--- config.mk ---
export PLATFORM = sky130hd
export DESIGN_NAME = munoc_lane_distributor_flat
export DESIGN_NICKNAME = d
export VERILOG_FILES = /design/src/rtl/munoc_lane_distributor_if.sv /design/src/rtl/munoc_lane_distributor.sv /design/src/flat_wrapper.sv
export SDC_FILE = /design/constraint.sdc
export NUM_CORES = 1
export LEC_CHECK = 0
export BUFFER_PORTS_ARGS = -buffer_cell sky130_fd_sc_hd__buf_2
export CAP_MARGIN = 30
export CORE_MARGIN = 2
export CORE_UTILIZATION = 30
export DETAILED_ROUTE_END_ITERATION = 10
export SETUP_SLACK_MARGIN = 0.05
export SLEW_MARGIN = 5
export SYNTH_ARGS = -nofsm -noshare
export SYNTH_HDL_FRONTEND = slang
export SYNTH_SLANG_ARGS = --single-unit
--- constraint.sdc ---
create_clock -name clk -period 4.3 [get_ports clk]
set_clock_uncertainty 0.15 [all_clocks]
set_input_delay 0.43 -clock clk [delete_from_list [all_inputs] [get_ports clk]]
set_output_delay 0.43 -clock clk [all_outputs]
set_load 0.05 [all_outputs]
--- src/rtl/munoc_lane_distributor_if.sv ---
// munoc_lane_distributor_if: write stream plus per-lane read ports of the lane distributor
// Ports: wrequest/wready/wdata/wlane (write side), rready/rrequest/rdata/rcount (packed per-lane read side)
interface munoc_lane_distributor_if #(
    parameter int BW_DATA = 32,
    parameter int NUM_LANE = 4,
    parameter int DEPTH = 4
);
    localparam int BW_LANE = $clog2(NUM_LANE > 2 ? NUM_LANE : 2);
    localparam int BW_COUNT = $clog2(DEPTH + 1);
    logic wrequest;
    logic wready;
    logic [BW_DATA-1:0] wdata;
    logic [BW_LANE-1:0] wlane;
    logic [NUM_LANE-1:0] rready;
    logic [NUM_LANE-1:0] rrequest;
    logic [NUM_LANE*BW_DATA-1:0] rdata;
    logic [NUM_LANE*BW_COUNT-1:0] rcount;
    modport master (output wrequest, wdata, rrequest, input wready, wlane, rready, rdata, rcount);
    modport slave (input wrequest, wdata, rrequest, output wready, wlane, rready, rdata, rcount);
endinterface

--- src/rtl/munoc_lane_distributor.sv ---
// munoc_lane_distributor: round-robin spread of one write stream over NUM_LANE show-ahead FIFOs
// Ports: clk, rst (sync, active-high), init (pointer back to lane 0), bus (slave side of the lane interface)
module munoc_lane_distributor #(
    parameter int BW_DATA = 32,
    parameter int NUM_LANE = 4,
    parameter int DEPTH = 4,
    parameter int SKIP_FULL = 0
) (
    input logic clk,
    input logic rst,
    input logic init,
    munoc_lane_distributor_if.slave bus
);
    localparam int BW_LANE = $clog2(NUM_LANE > 2 ? NUM_LANE : 2);
    localparam int BW_COUNT = $clog2(DEPTH + 1);
    localparam int BW_IDX = $clog2(DEPTH > 2 ? DEPTH : 2);
    logic [NUM_LANE-1:0] ptr;
    logic [BW_DATA-1:0] mem [NUM_LANE][DEPTH];
    logic [BW_IDX-1:0] rd_idx [NUM_LANE];
    logic [BW_IDX-1:0] wr_idx [NUM_LANE];
    logic [BW_COUNT-1:0] count [NUM_LANE];
    logic [NUM_LANE-1:0] full;
    logic [NUM_LANE-1:0] push;
    logic [NUM_LANE-1:0] pop;
    logic [BW_LANE-1:0] ptr_idx;
    logic [BW_LANE-1:0] sel;
    logic [BW_LANE-1:0] nxt;
    logic found;
    logic accept;
    always_comb begin
        ptr_idx = '0;
        for (int i = 0; i < NUM_LANE; i++)
            if (ptr[i]) ptr_idx = BW_LANE'(i);
        for (int i = 0; i < NUM_LANE; i++)
            full[i] = count[i] == BW_COUNT'(DEPTH);
        sel = ptr_idx;
        found = 1'b0;
        // skip mode: nearest non-full lane walking circularly from the pointer
        if (SKIP_FULL != 0)
            for (int k = 0; k < NUM_LANE; k++)
                if (!found && !full[(int'(ptr_idx) + k) % NUM_LANE]) begin
                    sel = BW_LANE'((int'(ptr_idx) + k) % NUM_LANE);
                    found = 1'b1;
                end
        bus.wready = !rst && !init && (SKIP_FULL != 0 ? |(~full) : !full[ptr_idx]);
        bus.wlane = bus.wready ? sel : '0;
        accept = bus.wrequest && bus.wready;
        nxt = sel == BW_LANE'(NUM_LANE - 1) ? '0 : sel + BW_LANE'(1);
        bus.rdata = '0;
        bus.rcount = '0;
        for (int i = 0; i < NUM_LANE; i++) begin
            push[i] = accept && sel == BW_LANE'(i);
            pop[i] = bus.rrequest[i] && count[i] != '0;
            bus.rready[i] = count[i] != '0;
            bus.rdata[BW_DATA*i +: BW_DATA] = mem[i][rd_idx[i]];
            bus.rcount[BW_COUNT*i +: BW_COUNT] = count[i];
        end
    end
    always_ff @(posedge clk) begin
        if (rst) begin
            ptr <= NUM_LANE'(1);
            for (int i = 0; i < NUM_LANE; i++) begin
                rd_idx[i] <= '0;
                wr_idx[i] <= '0;
                count[i] <= '0;
            end
        end else begin
            if (init) ptr <= NUM_LANE'(1);
            else if (accept) ptr <= NUM_LANE'(1) << nxt;
            for (int i = 0; i < NUM_LANE; i++) begin
                if (push[i]) wr_idx[i] <= wr_idx[i] == BW_IDX'(DEPTH - 1) ? '0 : wr_idx[i] + BW_IDX'(1);
                if (pop[i]) rd_idx[i] <= rd_idx[i] == BW_IDX'(DEPTH - 1) ? '0 : rd_idx[i] + BW_IDX'(1);
                count[i] <= count[i] + BW_COUNT'(push[i]) - BW_COUNT'(pop[i]);
            end
        end
    end
    // storage carries no reset; a cleared count hides stale words
    always_ff @(posedge clk)
        for (int i = 0; i < NUM_LANE; i++)
            if (push[i]) mem[i][wr_idx[i]] <= bus.wdata;
endmodule

--- src/flat_wrapper.sv ---
// flat-port wrapper written by rule: the top's interface ports become plain ports
module munoc_lane_distributor_flat 
#(
    parameter int BW_DATA = 32,
    parameter int NUM_LANE = 4,
    parameter int DEPTH = 4,
    parameter int SKIP_FULL = 0
)
  (clk, rst, init, bus_wrequest, bus_wdata, bus_rrequest, bus_wready, bus_wlane, bus_rready, bus_rdata, bus_rcount);
  munoc_lane_distributor_if #(.BW_DATA(BW_DATA), .NUM_LANE(NUM_LANE), .DEPTH(DEPTH)) bus_i ();
  input logic clk;
  input logic rst;
  input logic init;
  input wire logic [$bits(bus_i.wrequest)-1:0] bus_wrequest;
  input wire logic [$bits(bus_i.wdata)-1:0] bus_wdata;
  input wire logic [$bits(bus_i.rrequest)-1:0] bus_rrequest;
  output wire logic [$bits(bus_i.wready)-1:0] bus_wready;
  output wire logic [$bits(bus_i.wlane)-1:0] bus_wlane;
  output wire logic [$bits(bus_i.rready)-1:0] bus_rready;
  output wire logic [$bits(bus_i.rdata)-1:0] bus_rdata;
  output wire logic [$bits(bus_i.rcount)-1:0] bus_rcount;
  assign bus_i.wrequest = bus_wrequest;
  assign bus_i.wdata = bus_wdata;
  assign bus_i.rrequest = bus_rrequest;
  assign bus_wready = bus_i.wready;
  assign bus_wlane = bus_i.wlane;
  assign bus_rready = bus_i.rready;
  assign bus_rdata = bus_i.rdata;
  assign bus_rcount = bus_i.rcount;
  munoc_lane_distributor #(.BW_DATA(BW_DATA), .NUM_LANE(NUM_LANE), .DEPTH(DEPTH), .SKIP_FULL(SKIP_FULL)) u_core (.clk(clk), .rst(rst), .init(init), .bus(bus_i));
endmodule
==> impl_metrics.yaml, run 1 <==
routing:
  drt-vias-per-instance: 4.76
  routedWlPerCell_um: 26.0
  firstDrtPassIters: 4
  ant_nets: 0
  drt_iter0_drc: 832
  vias: 9639
  drt_wl_total_um: 52600
  drc: 0
cts:
  cts.sinks: 543
  post_cts_buffers: 0
  cts.path.max_buffers: 3
  cts_buffers: 53
  cts_tree: "built"
  post_cts_resized: 0
  clk_pin_slew_worst_paths_ns: 0.06
  hold_buffers: 0
  cts_root_buf: "clkbuf_16"
  htree_levels: 2
  clkLatencyLatePin_ns: 0.59
cells_and_area:
  multi_input_area_um2: 3990
  layout_common_cells: "528 x edfxtp_1, 186 x buf_2, 128 x mux4_2, 53 x clkbuf_16, 35 x inv_1"
  syn_to_final_growth_pct: 18.5
  drive_gt1_frac: 0.379
  nNetsFinal: 1177
  fillers: 6177
  regArea_um2: 16200
  final_common_cell: "edfxtp_1"
critical_path:
  crit_type: "flip-flop to primary output"
  endpoint_kind: "primary output"
  worstReg2RegStart: "u_core.ptr[3]"
  cp-startpoint: "u_core.rd_idx[2][0]"
  critPathMaxFanout: 11
  crit_required_ns: 3.72
  crit_arrival_ns: 2.70
  cp-start-kind: "flip-flop"
global_routing:
  track_usage: 0.149
  grt_pass1_wl_um: 74000
  grt.overflow.total: 0
  grt_max_degree: 39
  grt_pass1_vias: 9802
  antenna_found_initial: 8
power:
  vdd_ir_drop_max_mv: 0.314
  p_leak_nw: 7.98
  powerDensity_nw_per_um2: 593
logic_synthesis:
  ys_seq_area_frac: 0.792
  yosys_warnings: 0
  async_flop_share: 0
  synth_flop_cell: "edfxtp_1"
  netlist_area_um2: 20400
  postSynthAreaPerCell_um2: 23.5
  synth_seq_cells: 543
  syn_inst: 869
  syn-num-nets: 941
  yosysUniqueCellTypes: 38
  synth-edff-count: 528
sta:
  min_period_ns: 3.28
  setup-tns-final_ns: 0
  max_slew.worst_pin.slew_ns: 0.897
  slew_headroom: 0.402
  holdWs_ns: 0.104
  setup_ws_ns: 1.02
  hold_violations: 0
  rsz0062_at_grt: "false"
  fin_crit_sh: 0.762
  setup_viol: 0
  max_freq_mhz: 305
  final_max_slew_viol_count: 0
floorplan:
  die_h_um: 265
  fp.coreArea_um2: 67300
  die_area_um2: 70100
  num_rows: 95
  start_util: 0.303
  io_pins: 187
  die_w_um: 265
placement:
  globalplace.congestion: 0.750
  dp_hpwl_um: 35600
  port_buffers: 186
  pre_cts_ws_ns: 0.789
run:
  cap_violations: 0
min_path:
  worstHoldStart: "bus_wdata[18]"
  min_path_type: "primary input to flip-flop"
run_status:
  status: "complete, no violations"
-- layout make-up --
type	instances	share of cell area
Sequential cell	543	0.669
Timing Repair Buffer	215	0.0486
Tap cell	873	0.0452
Multi-Input combinational cell	256	0.165
Clock buffer	77	0.0599
Inverter	36	0.00559
Antenna cell	2	0.000207
Clock inverter	22	0.00637
-- cells in the mapped netlist, types with 5 or more instances --
cell type | count | area (um2)
ha_1 | 28 | 350
mux4_2 | 128 | 2880
nor2_1 | 15 | 56.3
inv_1 | 35 | 131
nor4b_1 | 6 | 52.6
nand2b_1 | 5 | 31.3
xnor2_1 | 7 | 61.3
and2_1 | 12 | 75.1
nor4_1 | 7 | 43.8
edfxtp_1 | 528 | 15900
dfxtp_1 | 15 | 300
clkbuf_1 | 10 | 37.5
nand2_1 | 5 | 18.8
nor2b_1 | 7 | 43.8
buf_1 | 8 | 30.0
buf_2 | 14 | 70.1
-- worst max-delay path, cell delays in order (launching register included) --
cell,delay (ns)
edfxtp_1,0.85
buf_4,0.34
mux4_2,0.64
buf_2,0.27
-- cell families (layout without fill, tap and decap cells) --
family                   count (synthesis)  after routing  synth area share
AO/OA/AOI/OAI                            8              8           0.00325
adder cells (fa/ha/maj)                 32             32            0.0211
buffers and inverters                   70            350            0.0141
other                                    0              2                 0
flip-flops                             543            543             0.792
XOR/XNOR                                 8              8           0.00344
AND/OR/NAND/NOR                         80             80            0.0244
multiplexers                           128            128             0.141
-- per-layer routing --
metal / part of all wire / global-route usage / wire length, um
met1: 0.41 / 0.197 / 21700
met2: 0.50 / 0.253 / 26500
met4: 0.021 / 0.0388 / 1110
met3: 0.062 / 0.0283 / 3240
met5: 0.00025 / 0 / 13
-- through the flow --
stage,utilization,cell area (um2),total power [W],cells
finish,0.359,24200,0.0143,2024
global route,0.359,24100,0.0148,2022
CTS,0.359,24100,0.0145,2022
detailed placement,0.335,22500,0.0102,1923
global placement,0.335,22500,0.0102,1923
floorplan,-,20400,0.00898,869
-- sequential cells by signal, summed over array words and instances (netlist names) --
register / flops
u_core.mem: 512
u_core.wr_idx: 8
u_core.count: 12
u_core.rd_idx: 8
u_core.ptr: 3
-- final timing paths --
check | to | slack, ns | cells past startpoint
setup / recovery | bus_rdata[72] | 1.02 | 3
hold / removal | u_core.mem[2][18] | 0.10 | 1
setup reg to reg | u_core.mem[3][82] | 1.29 | 5
hold reg to reg | u_core.ptr[1] | 0.41 | 1
-- report_power, final --
| group | internal (W) | total (W) | leakage [nW] | switching, W |
|---|---|---|---|---|
| registers | 0.00592 | 0.00606 | 4.90 | 0.000135 |
| logic | 0.00111 | 0.00395 | 2.30 | 0.00284 |
| clock network | 0.00240 | 0.00431 | 0.780 | 0.00190 |
| total | 0.00944 | 0.0143 | 7.98 | 0.00488 |
(Power assumes the default switching activity.)
==> run 2, diff against run 1 <==
==> constraint.sdc (replaced) <==
create_clock -name clk -period 2.8 [get_ports clk]
set_clock_uncertainty 0.15 [all_clocks]
set_input_delay 0.28 -clock clk [delete_from_list [all_inputs] [get_ports clk]]
set_output_delay 0.28 -clock clk [all_outputs]
set_load 0.05 [all_outputs]
==> impl_metrics.yaml, run 2 (synthesis results as in run 1) <==
cells_and_area:
  finalInstanceArea_um2: 25300
  diodes: 0
  drive_gt1_frac: 0.406
  nNetsFinal: 1243
  layout_common_cells: "528 x edfxtp_1, 184 x buf_2, 128 x mux4_2, 56 x clkbuf_16, 36 x dlygate4sd3_1"
  largest_register_ffs: 512
  regArea_um2: 16200
  final_common_cell: "edfxtp_1"
  multi_input_area_um2: 4020
  fillers: 6075
  syn_to_final_growth_pct: 24.0
routing:
  drt-vias-per-instance: 4.64
  vias: 9694
  drc: 0
  drt_iter0_drc: 658
  drt_wl_total_um: 48300
  routedWlPerCell_um: 23.2
  ant_nets: 0
  firstDrtPassIters: 4
placement:
  dp_hpwl_um: 32200
  placed_area_um2: 23000
  globalplace.congestion: 0.777
  pre_cts_ws_ns: 0.0948
  port_buffers: 186
min_path:
  min_path_type: "primary input to flip-flop"
  min_path_cells: 3
  worstHoldStart: "bus_rrequest[0]"
global_routing:
  grt_max_degree: 38
  grt.overflow.total: 0
  grt_pass1_wl_um: 70500
  antenna_found_initial: 4
  grt_pass1_vias: 10300
  track_usage: 0.138
critical_path:
  endpoint_kind: "primary output"
  worstReg2RegStart: "u_core.ptr[3]"
  crit_required_ns: 2.37
  cp-startpoint: "u_core.rd_idx[0][0]"
  critPathMaxFanout: 17
  cp-start-kind: "flip-flop"
  crit_arrival_ns: 2.23
  crit_type: "flip-flop to primary output"
  rr_worst_depth: 9
floorplan:
  num_rows: 95
  die_w_um: 265
  fp.coreArea_um2: 67300
  die_area_um2: 70100
  io_pins: 187
  start_util: 0.303
  die_h_um: 265
cts:
  cts_root_buf: "clkbuf_16"
  cts.sinks: 543
  cts.path.max_buffers: 3
  cts_tree: "built"
  clk_pin_slew_worst_paths_ns: 0.06
  cts_buffers: 54
  clkLatencyLatePin_ns: 0.60
  htree_levels: 2
run:
  cap_violations: 0
sta:
  max_slew.worst_pin.slew_ns: 0.507
  hold_violations: 0
  rsz0062_at_grt: "true"
  max_freq_mhz: 376
  final_max_slew_viol_count: 0
  holdWs_ns: 0.0488
  min_period_ns: 2.66
  slew_headroom: 0.657
  fin_crit_sh: 0.951
  setup_ws_ns: 0.138
  setup_viol: 0
run_status:
  status: "complete, no violations"
power:
  power_w: 0.0226
  vdd_ir_drop_max_mv: 0.491
  p_leak_nw: 8.46
  powerDensity_nw_per_um2: 895
[run 2: worst max-delay path, cell delays in order, from the launching register on]
cell and delay, ns:
edfxtp_1 0.36, buf_4 0.36, mux4_2 0.64, buf_2 0.25
[run 2: layout make-up]
cell class | count | area share
repair buffers | 280 | 0.0808
clock buffers | 61 | 0.0562
multi-input cells | 256 | 0.159
clock inverters | 38 | 0.0164
inverters | 36 | 0.00534
well taps | 873 | 0.0432
flip-flops and latches | 543 | 0.639
[run 2: report_power, final]
| group | switching [W] | total (W) | internal, W | leakage, nW |
|---|---|---|---|---|
| registers | 0.000145 | 0.00924 | 0.00910 | 4.90 |
| clock network | 0.00307 | 0.00739 | 0.00431 | 0.892 |
| logic | 0.00422 | 0.00601 | 0.00179 | 2.67 |
| total | 0.00744 | 0.0226 | 0.0152 | 8.46 |
[run 2: repair_timing]
action	4_1_cts	5_1_grt
pin swaps	0	1
hold endpoints to repair	526	0
setup buffers	0	0
hold buffers	36	0
endpoints found under the setup margin	2	6
gates resized for setup	2	11
[run 2: worst paths after layout]
path | end | slack, ns
max | bus_rdata[22] | 0.14
max reg2reg | u_core.count[0][5] | 0.23
min reg2reg | u_core.ptr[1] | 0.42
min | u_core.rd_idx[0][1] | 0.05
[run 2: metal layers]
metal / track usage / vias to the layer above / part of all wire
li1: - / 4207 / -
met1: 0.174 / 5205 / 0.41
met2: 0.238 / 222 / 0.51
met3: 0.0349 / 58 / 0.059
met4: 0.0347 / 2 / 0.020
met5: 0 / - / 0.00027
[run 2: metrics by stage]
stage           util  TNS [ns]  cells
4_1_cts        0.375         0   2087
5_1_grt        0.376         0   2087
3_3_place_gp   0.343         0   1952
6_report       0.376         0   2087
3_5_place_dp   0.343         0   1952
2_1_floorplan      -    -16.67    869
